<file path="src/rtl/pipe_pkg.sv">
// Shared types and constants for the pipeline stage register.
// The statistics counters are built only when PIPE_STAGE_STATS_EN is defined.
package pipe_pkg;

    // The occupancy output is wide enough for 0, 1 or 2 held entries.
    localparam int OCC_W = 2;

    // Default width of the statistics counters.
    localparam int DEF_CNT_W = 16;

    // Stage state, encoded as {skid_v, main_v}. 2'b10 (skid without main) is illegal.
    typedef enum logic [1:0] {
        PS_EMPTY = 2'b00,
        PS_ONE   = 2'b01,
        PS_FULL  = 2'b11
    } ps_state_e;

endpackage

</file>
<file path="src/rtl/pipe_stage_reg_sat_counter.sv">
// Saturating event counter: counts up by one per inc cycle and sticks at all-ones.
// It is used for the statistics that exist only with PIPE_STAGE_STATS_EN.
module sat_counter
    import pipe_pkg::*;
#(
    parameter int CNT_W = DEF_CNT_W
) (
    input  logic             clk,
    input  logic             rst,
    input  logic             inc,
    input  logic             clear,
    output logic [CNT_W-1:0] count
);

    logic [CNT_W-1:0] count_reg;

    // Count qualifying cycles and stop at the maximum value instead of wrapping.
    always_ff @(posedge clk or negedge rst) begin
        if (!rst) begin
            count_reg <= '0;
        end else if (clear) begin
            count_reg <= '0;
        end else if (inc && (count_reg != {CNT_W{1'b1}})) begin
            count_reg <= count_reg + CNT_W'(1);
        end
    end

    assign count = count_reg;

endmodule

</file>
<file path="src/rtl/pipe_stage_reg.sv">
// Pipeline stage register with valid/ready handshake and a 2-entry skid buffer.
// Define PIPE_STAGE_STATS_EN to add the stall_cnt/flush_cnt statistics ports.
module pipe_stage_reg
    import pipe_pkg::*;
#(
    parameter int WIDTH      = 32,
    parameter bit CLEAR_DATA = 1'b1,
    parameter int CNT_W      = DEF_CNT_W
) (
    input  logic             clk,
    input  logic             rst,
    input  logic             in_valid,
    output logic             in_ready,
    input  logic [WIDTH-1:0] in_data,
    output logic             out_valid,
    input  logic             out_ready,
    output logic [WIDTH-1:0] out_data,
    input  logic             flush,
    output logic [OCC_W-1:0] occupancy
`ifdef PIPE_STAGE_STATS_EN
    ,
    output logic [CNT_W-1:0] stall_cnt,
    output logic [CNT_W-1:0] flush_cnt
`endif
);

    if (WIDTH < 1 || CNT_W < 1) begin : g_bad_params
        $error("pipe_stage_reg: WIDTH and CNT_W must be at least 1");
    end

    logic             main_v_reg, main_v_next;
    logic             skid_v_reg, skid_v_next;
    logic [WIDTH-1:0] main_d_reg, main_d_next;
    logic [WIDTH-1:0] skid_d_reg, skid_d_next;
    logic             in_fire, out_fire;
    ps_state_e        state;

    // State is implied by the valid bits; decode it for the transition logic.
    assign state = ps_state_e'({skid_v_reg, main_v_reg});

    // in_ready depends on registered state plus the flush input only.
    assign in_ready  = !skid_v_reg && !flush;
    assign in_fire   = in_valid && in_ready;
    assign out_fire  = main_v_reg && out_ready;
    assign out_valid = main_v_reg;
    assign out_data  = main_d_reg;
    assign occupancy = OCC_W'(main_v_reg) + OCC_W'(skid_v_reg);

    // Next-state logic: data registers only change on the listed transitions.
    always_comb begin
        main_v_next = main_v_reg;
        skid_v_next = skid_v_reg;
        main_d_next = main_d_reg;
        skid_d_next = skid_d_reg;
        unique case (state)
            PS_EMPTY: begin
                if (in_fire) begin
                    main_v_next = 1'b1;
                    main_d_next = in_data;
                end
            end
            PS_ONE: begin
                if (in_fire && out_fire) begin
                    main_d_next = in_data;
                end else if (in_fire) begin
                    skid_v_next = 1'b1;
                    skid_d_next = in_data;
                end else if (out_fire) begin
                    main_v_next = 1'b0;
                end
            end
            PS_FULL: begin
                if (out_fire) begin
                    skid_v_next = 1'b0;
                    main_d_next = skid_d_reg;
                end
            end
            default: begin
                // Unreachable encoding: recover to empty.
                main_v_next = 1'b0;
                skid_v_next = 1'b0;
            end
        endcase
        // Flush overrides every transition; in_ready is already low so nothing is captured.
        if (flush) begin
            main_v_next = 1'b0;
            skid_v_next = 1'b0;
            if (CLEAR_DATA) begin
                main_d_next = '0;
                skid_d_next = '0;
            end else begin
                main_d_next = main_d_reg;
                skid_d_next = skid_d_reg;
            end
        end
    end

    // Stage registers; reset always clears data regardless of CLEAR_DATA.
    always_ff @(posedge clk or negedge rst) begin
        if (!rst) begin
            main_v_reg <= 1'b0;
            skid_v_reg <= 1'b0;
            main_d_reg <= '0;
            skid_d_reg <= '0;
        end else begin
            main_v_reg <= main_v_next;
            skid_v_reg <= skid_v_next;
            main_d_reg <= main_d_next;
            skid_d_reg <= skid_d_next;
        end
    end

`ifdef PIPE_STAGE_STATS_EN
    logic stall_inc;
    logic flush_inc;

    assign stall_inc = main_v_reg && !out_ready;
    assign flush_inc = flush && (main_v_reg || skid_v_reg);

    sat_counter #(
        .CNT_W (CNT_W)
    ) u_stall_cnt (
        .clk   (clk),
        .rst   (rst),
        .inc   (stall_inc),
        .clear (1'b0),
        .count (stall_cnt)
    );

    sat_counter #(
        .CNT_W (CNT_W)
    ) u_flush_cnt (
        .clk   (clk),
        .rst   (rst),
        .inc   (flush_inc),
        .clear (1'b0),
        .count (flush_cnt)
    );
`endif

endmodule

</file>
<file path="config.mk">
export PLATFORM = sky130hd
export DESIGN_NAME = pipe_stage_reg
export DESIGN_NICKNAME = d
export VERILOG_FILES = /design/src/rtl/pipe_pkg.sv /design/src/rtl/pipe_stage_reg_sat_counter.sv /design/src/rtl/pipe_stage_reg.sv
export SDC_FILE = /design/constraint.sdc
export NUM_CORES = 1
export LEC_CHECK = 0
export ABC_AREA = 0
export CAP_MARGIN = 15
export CORE_MARGIN = 10
export CORE_UTILIZATION = 45
export CTS_BUF_LIST = sky130_fd_sc_hd__clkbuf_4 sky130_fd_sc_hd__clkbuf_8
export DETAILED_ROUTE_END_ITERATION = 8
export PLACE_DENSITY = 0.74
export SYNTH_ARGS = -nofsm -noshare
export SYNTH_HDL_FRONTEND = slang
export SYNTH_SLANG_ARGS = --single-unit
</file>
<file path="constraint.sdc">
create_clock -name clk -period 5.47 [get_ports clk]
set_input_delay 0.547 -clock clk [delete_from_list [all_inputs] [get_ports clk]]
set_output_delay 0.547 -clock clk [all_outputs]
set_load 0.01 [all_outputs]
</file>
* Yosys cells after proc, flatten, opt, wreduce, memory -nomap -nowiden *
Index checks and enable logic that the tools add are counted.

cells by class
  add/sub/neg operators = 1
  multiplexer cells = 17
  equality and inequality tests = 12
  reduce and logical (&&, ||, !) cells = 14

operator list
  kind                number
  $mux 32             7
  $pmux 32 s3         1
  $ne 3x3->1 const B  7
  $reduce_and 4->1    2
  $mux 1              7
  $ne 2x2->1 const B  3
  $pmux 1 s3          2
  $reduce_and 5->1    1
  $logic_and 1x1->1   4
  $reduce_bool 2->1   2
  $reduce_bool 4->1   1
  $reduce_and 3->1    1
  $add 1x1->2         1
  $eq 2x1->1 const B  1
  $eq 2x2->1 const B  1
  $logic_not 1->1     2
  $logic_not 2->1     1

storage, ports and cells
  flip-flop bits (word level) = 66
  word-level logic and storage cells = 48
  input bits = 37

* Depth between registers and ports, before layout *
  word-level depth = 7
  gate-level depth with buffers = 7

* Worst setup path after synthesis *
No wires, ideal clock.

  path type = reg2reg
  start = reg main_v_reg, in the netlist out_valid
  end = reg main_d_reg[0], in the netlist out_data[0]
  arrival = 1,803 ps
  setup slack = 3,542 ps
  cell stages (with the launch flop) = 7
  data required time = 5,345 ps
  library setup time = 125 ps
  path through = dfrtp_1 -> ha_1 -> buf_2 -> a22oi_1 -> o221a_4 -> buf_12 -> mux2_4

on the way
  word-level cells in the longest chain between the ends = 4

RTL lines
  element                            RTL line               source
  start: declaration                 pipe_stage_reg.sv:31   logic main_v_reg, main_v_next;
  start signal: assignment           pipe_stage_reg.sv:106  main_v_reg <= main_v_next;
  $logic_and 1x1->1                  pipe_stage_reg.sv:44   assign out_fire = main_v_reg && out_ready;
  $logic_and 1x1->1                  pipe_stage_reg.sv:63   if (in_fire && out_fire) begin
  $ne 3x3->1 (no source line)        n/a
  $reduce_and 4->1 (no source line)  n/a
  end signal: assignment             pipe_stage_reg.sv:108  main_d_reg <= main_d_next;
  end: declaration                   pipe_stage_reg.sv:33   logic [WIDTH-1:0] main_d_reg, main_d_next;

Several ways; a longest one is shown, not always the timed one.
A chain may end at the register's enable or synchronous reset.

* Worst setup path in the final report *
  start = reg skid_v_reg
  end = out occupancy[1]

on the way
  word-level cells in the longest chain between the ends = 1

RTL lines
  element                   RTL line               source
  start: declaration        pipe_stage_reg.sv:32   logic skid_v_reg, skid_v_next;
  start signal: assignment  pipe_stage_reg.sv:107  skid_v_reg <= skid_v_next;
  $add 1x1->2               pipe_stage_reg.sv:47   assign occupancy = OCC_W'(main_v_reg) + OCC_W'(skid_v_reg);
  end: declaration          pipe_stage_reg.sv:19   output logic [OCC_W-1:0] occupancy

Every way passes these cells.

==> summary.md <==
| Metric | Value |
|---|---|
| Number of synthesized flops with an enable pin | `0` |
| Fill count | `562` |
| CP arrival | `2.49 ns` |
| Routed via count | `2100` |
| CP Launch Type | `flip-flop` |
| Most common cell in the synthesized netlist | `dfrtp_1` |
| Detailed Place HPWL | `4540 um` |
| Clock sinks | `66` |
| Finish-stage setup viols | `0` |
| Gate Count Post-Synth | `236` |
| Remaining antenna violation count after routing | `0` |
| Hold Buf Count CTS | `0` |
| Yosys top cell by area | `dfrtp_1` |
| Initial drt markers | `106` |
| Fmax | `0.330 GHz` |
| Grt ovf | `0` |
| # diodes | `0` |
| Input/output buffers | `72` |
| Critical path destination | `occupancy[1]` |
| Top cells by area, synth | `dfrtp_1, mux2_4, mux2i_1, a22o_1, nor2_1` |
| Htree depth | `3` |
| Crit path max-delay family | `adder cells` |
| DRT Wirelength | `6980 um` |
| Vias in the first global route | `2227` |
| Core Region | `6790 sq um` |
| Pre-antenna DRT Iters | `4` |
| Final GP Congestion | `0.797` |
| GRT Resource Usage Total | `0.128` |
| Final hold vios | `0` |
| TritonCTS Buffers | `9` |
| Post-Route Skew | `0.0108 ns` |
| Max Slew Vio Count | `0` |
| Most common flop cell mapped by yosys | `dfrtp_1` |
| #FFs+latches synth | `66` |
| Nets | `344` |
| RSZ-0062 raised after global routing | `no` |
| Post-Place Cell Area | `3910 sq um` |
| Initial Util | `0.465` |
| Die area | `10800 sq um` |
| Clk pin slew, worst setup/hold paths | `0.07 ns` |
| Area delta synth->final | `30.3%` |
| Io pins | `73` |
| VDD IR max | `356 uV` |
| Die height | `104 um` |
| Synth cell count leaders | `dfrtp_1, nor2_1, a22o_1, mux2i_1, mux2_4` |
| Minimum clock period | `3.03 ns` |
| Synth cell types | `24` |
| Maxcap violations | `0` |
| Crit. End Element | `output pin` |
| Reg-to-Reg Start | `skid_v_reg` |
| Slowest-stage cell, CP | `ha_2` |
| Crit-path cells | `ha_2 -> clkdlybuf4s50_1` |
| Root Driver | `clkbuf_8` |
| Drt wl/cell | `17.2 um` |
| HP Class | `in2async` |
| Worst Path Required | `4.92 ns` |
| Reg2reg setup slack | `2.78 ns` |
| # rows | `30` |
| TNS Setup | `0 ns` |
| Post-route insts no fill | `405` |
| DRC | `0` |
| Clock buffer depth | `2` |
| Pwr/cell area | `448 nW/um^2` |
| Tightest Pin Transition | `1.11 ns` |
| Crit-path max FO | `36` |
| Delay of the slowest critical-path stage | `0.98 ns` |
| Skew-Pair Late Insertion Delay | `0.34 ns` |
| Static leakage | `1.83 nW` |
| Post-route cell area | `4110 sq um` |
| Sequential area share after synthesis | `0.523` |
| WP depth | `2` |
| Cells on worst reg2reg path | `4` |
| Post-Place Cells | `389` |
| Yosys warning total | `0` |
| Mapped Area | `3160 sq um` |
| Crit path from | `skid_v_reg` |
| Crit Path Category | `reg2out` |
| End of the worst register-to-register path | `out_data[31]` |
| TritonCTS clock tree | `done` |
| Top cell type's share of synthesized area | `0.523` |
| Post-Syn Nets | `276` |
| Die X | `104 um` |
| Bufs and invs on worst path | `1` |
| FFs w/ async S/R, synth | `1.00` |
| Via density | `5.19` |
| Max_slew headroom | `0.261` |
| Largest net degree at the start of global routing | `67` |
| Synth Area per Inst | `13.4 sq um` |
| CTS resizes | `0` |
| Outcome | `completed` |
| First-pass GRT wire length | `11500 um` |
| Share of layout cells above drive strength 1 | `0.178` |
| Initial antenna violation count | `0` |
| Tcrit/Tclk final | `0.554` |
| Post-CTS setup buffer count | `0` |
==> power breakdown <==
| group | switching (mW) | internal [mW] |
|---|---|---|
| clock network | 0.188 | 0.240 |
| registers | 0.0820 | 0.623 |
| logic | 0.284 | 0.425 |
==> worst reg2reg max path: cells and delay by family, from the launching register on <==
family                   cells  cell delay [ns]
adder cells (fa/ha/maj)      1             0.98
AO/OA/AOI/OAI                2             0.73
flip-flops                   1             0.46
multiplexers                 1             0.40
==> layout make-up <==
type	count	area [sq um]	share of cell area
multi-input combinational	149	1380	0.336
clock buffer	12	159	0.0386
clock inverter	4	50.0	0.0122
inverter	3	11.3	0.00274
tap	96	120	0.0292
sequential	66	1650	0.401
timing repair buffer	75	738	0.179
==> stage by stage <==
stage / hold slack (ns) / power, mW / utilization / setup slack, ns
after global placement: 0.486 / 1.42 / 0.575 / 2.58
after floorplan: 0.251 / 1.14 / - / 3.54
after detailed placement: 0.474 / 1.43 / 0.575 / 2.50
after CTS: 0.413 / 1.87 / 0.606 / 2.41
final: 0.368 / 1.84 / 0.606 / 2.44
after global routing: 0.462 / 1.94 / 0.606 / 2.30
==> logic make-up after synthesis <==
family                   share of synthesized area
flip-flops                                   0.523
buffers and inverters                       0.0444
multiplexers                                 0.251
AO/OA/AOI/OAI                                0.116
adder cells (fa/ha/maj)                     0.0119
AND/OR/NAND/NOR                             0.0539
==> cells in the final DEF (no fill, tap or decap) <==
cell type	n
nor2b_1	1
o21ai_0	1
a21oi_1	3
a22oi_1	1
nor2_1	33
dfrtp_1	66
a31oi_4	1
ha_1	2
buf_4	3
clkbuf_8	11
clkdlybuf4s50_1	71
a211oi_1	1
mux2_1	2
clkinv_2	1
o221a_4	1
clkbuf_4	1
nand2_1	2
mux2i_1	32
buf_2	1
ha_2	1
a2bb2oi_2	1
o2bb2ai_1	1
nand2b_1	2
bufinv_16	1
mux2_4	30
and3_1	1
nor2b_4	1
inv_1	3
clkinvlp_4	2
a22o_1	32
==> layer usage <==
metal / vias to the layer above / share of wire / GRT usage
li1: 985 / - / -
met1: 1044 / 0.48 / 0.173
met2: 64 / 0.44 / 0.183
met3: 7 / 0.068 / 0.0551
met4: 0 / 0.0087 / 0.0328
met5: - / 0 / 0
==> how the worst min path moves through the flow <==
stage | startpoint | endpoint | cells after the start
finish | rst | out_data[8] | 2
global route | rst | out_data[8] | 2
CTS | rst | out_data[19] | 2
detailed placement | out_data[15] | out_data[15] | 1
global placement | out_data[15] | out_data[15] | 1
floorplan | rst | out_data[0] | 0
No activity file was read; power rests on OpenSTA's default activity.
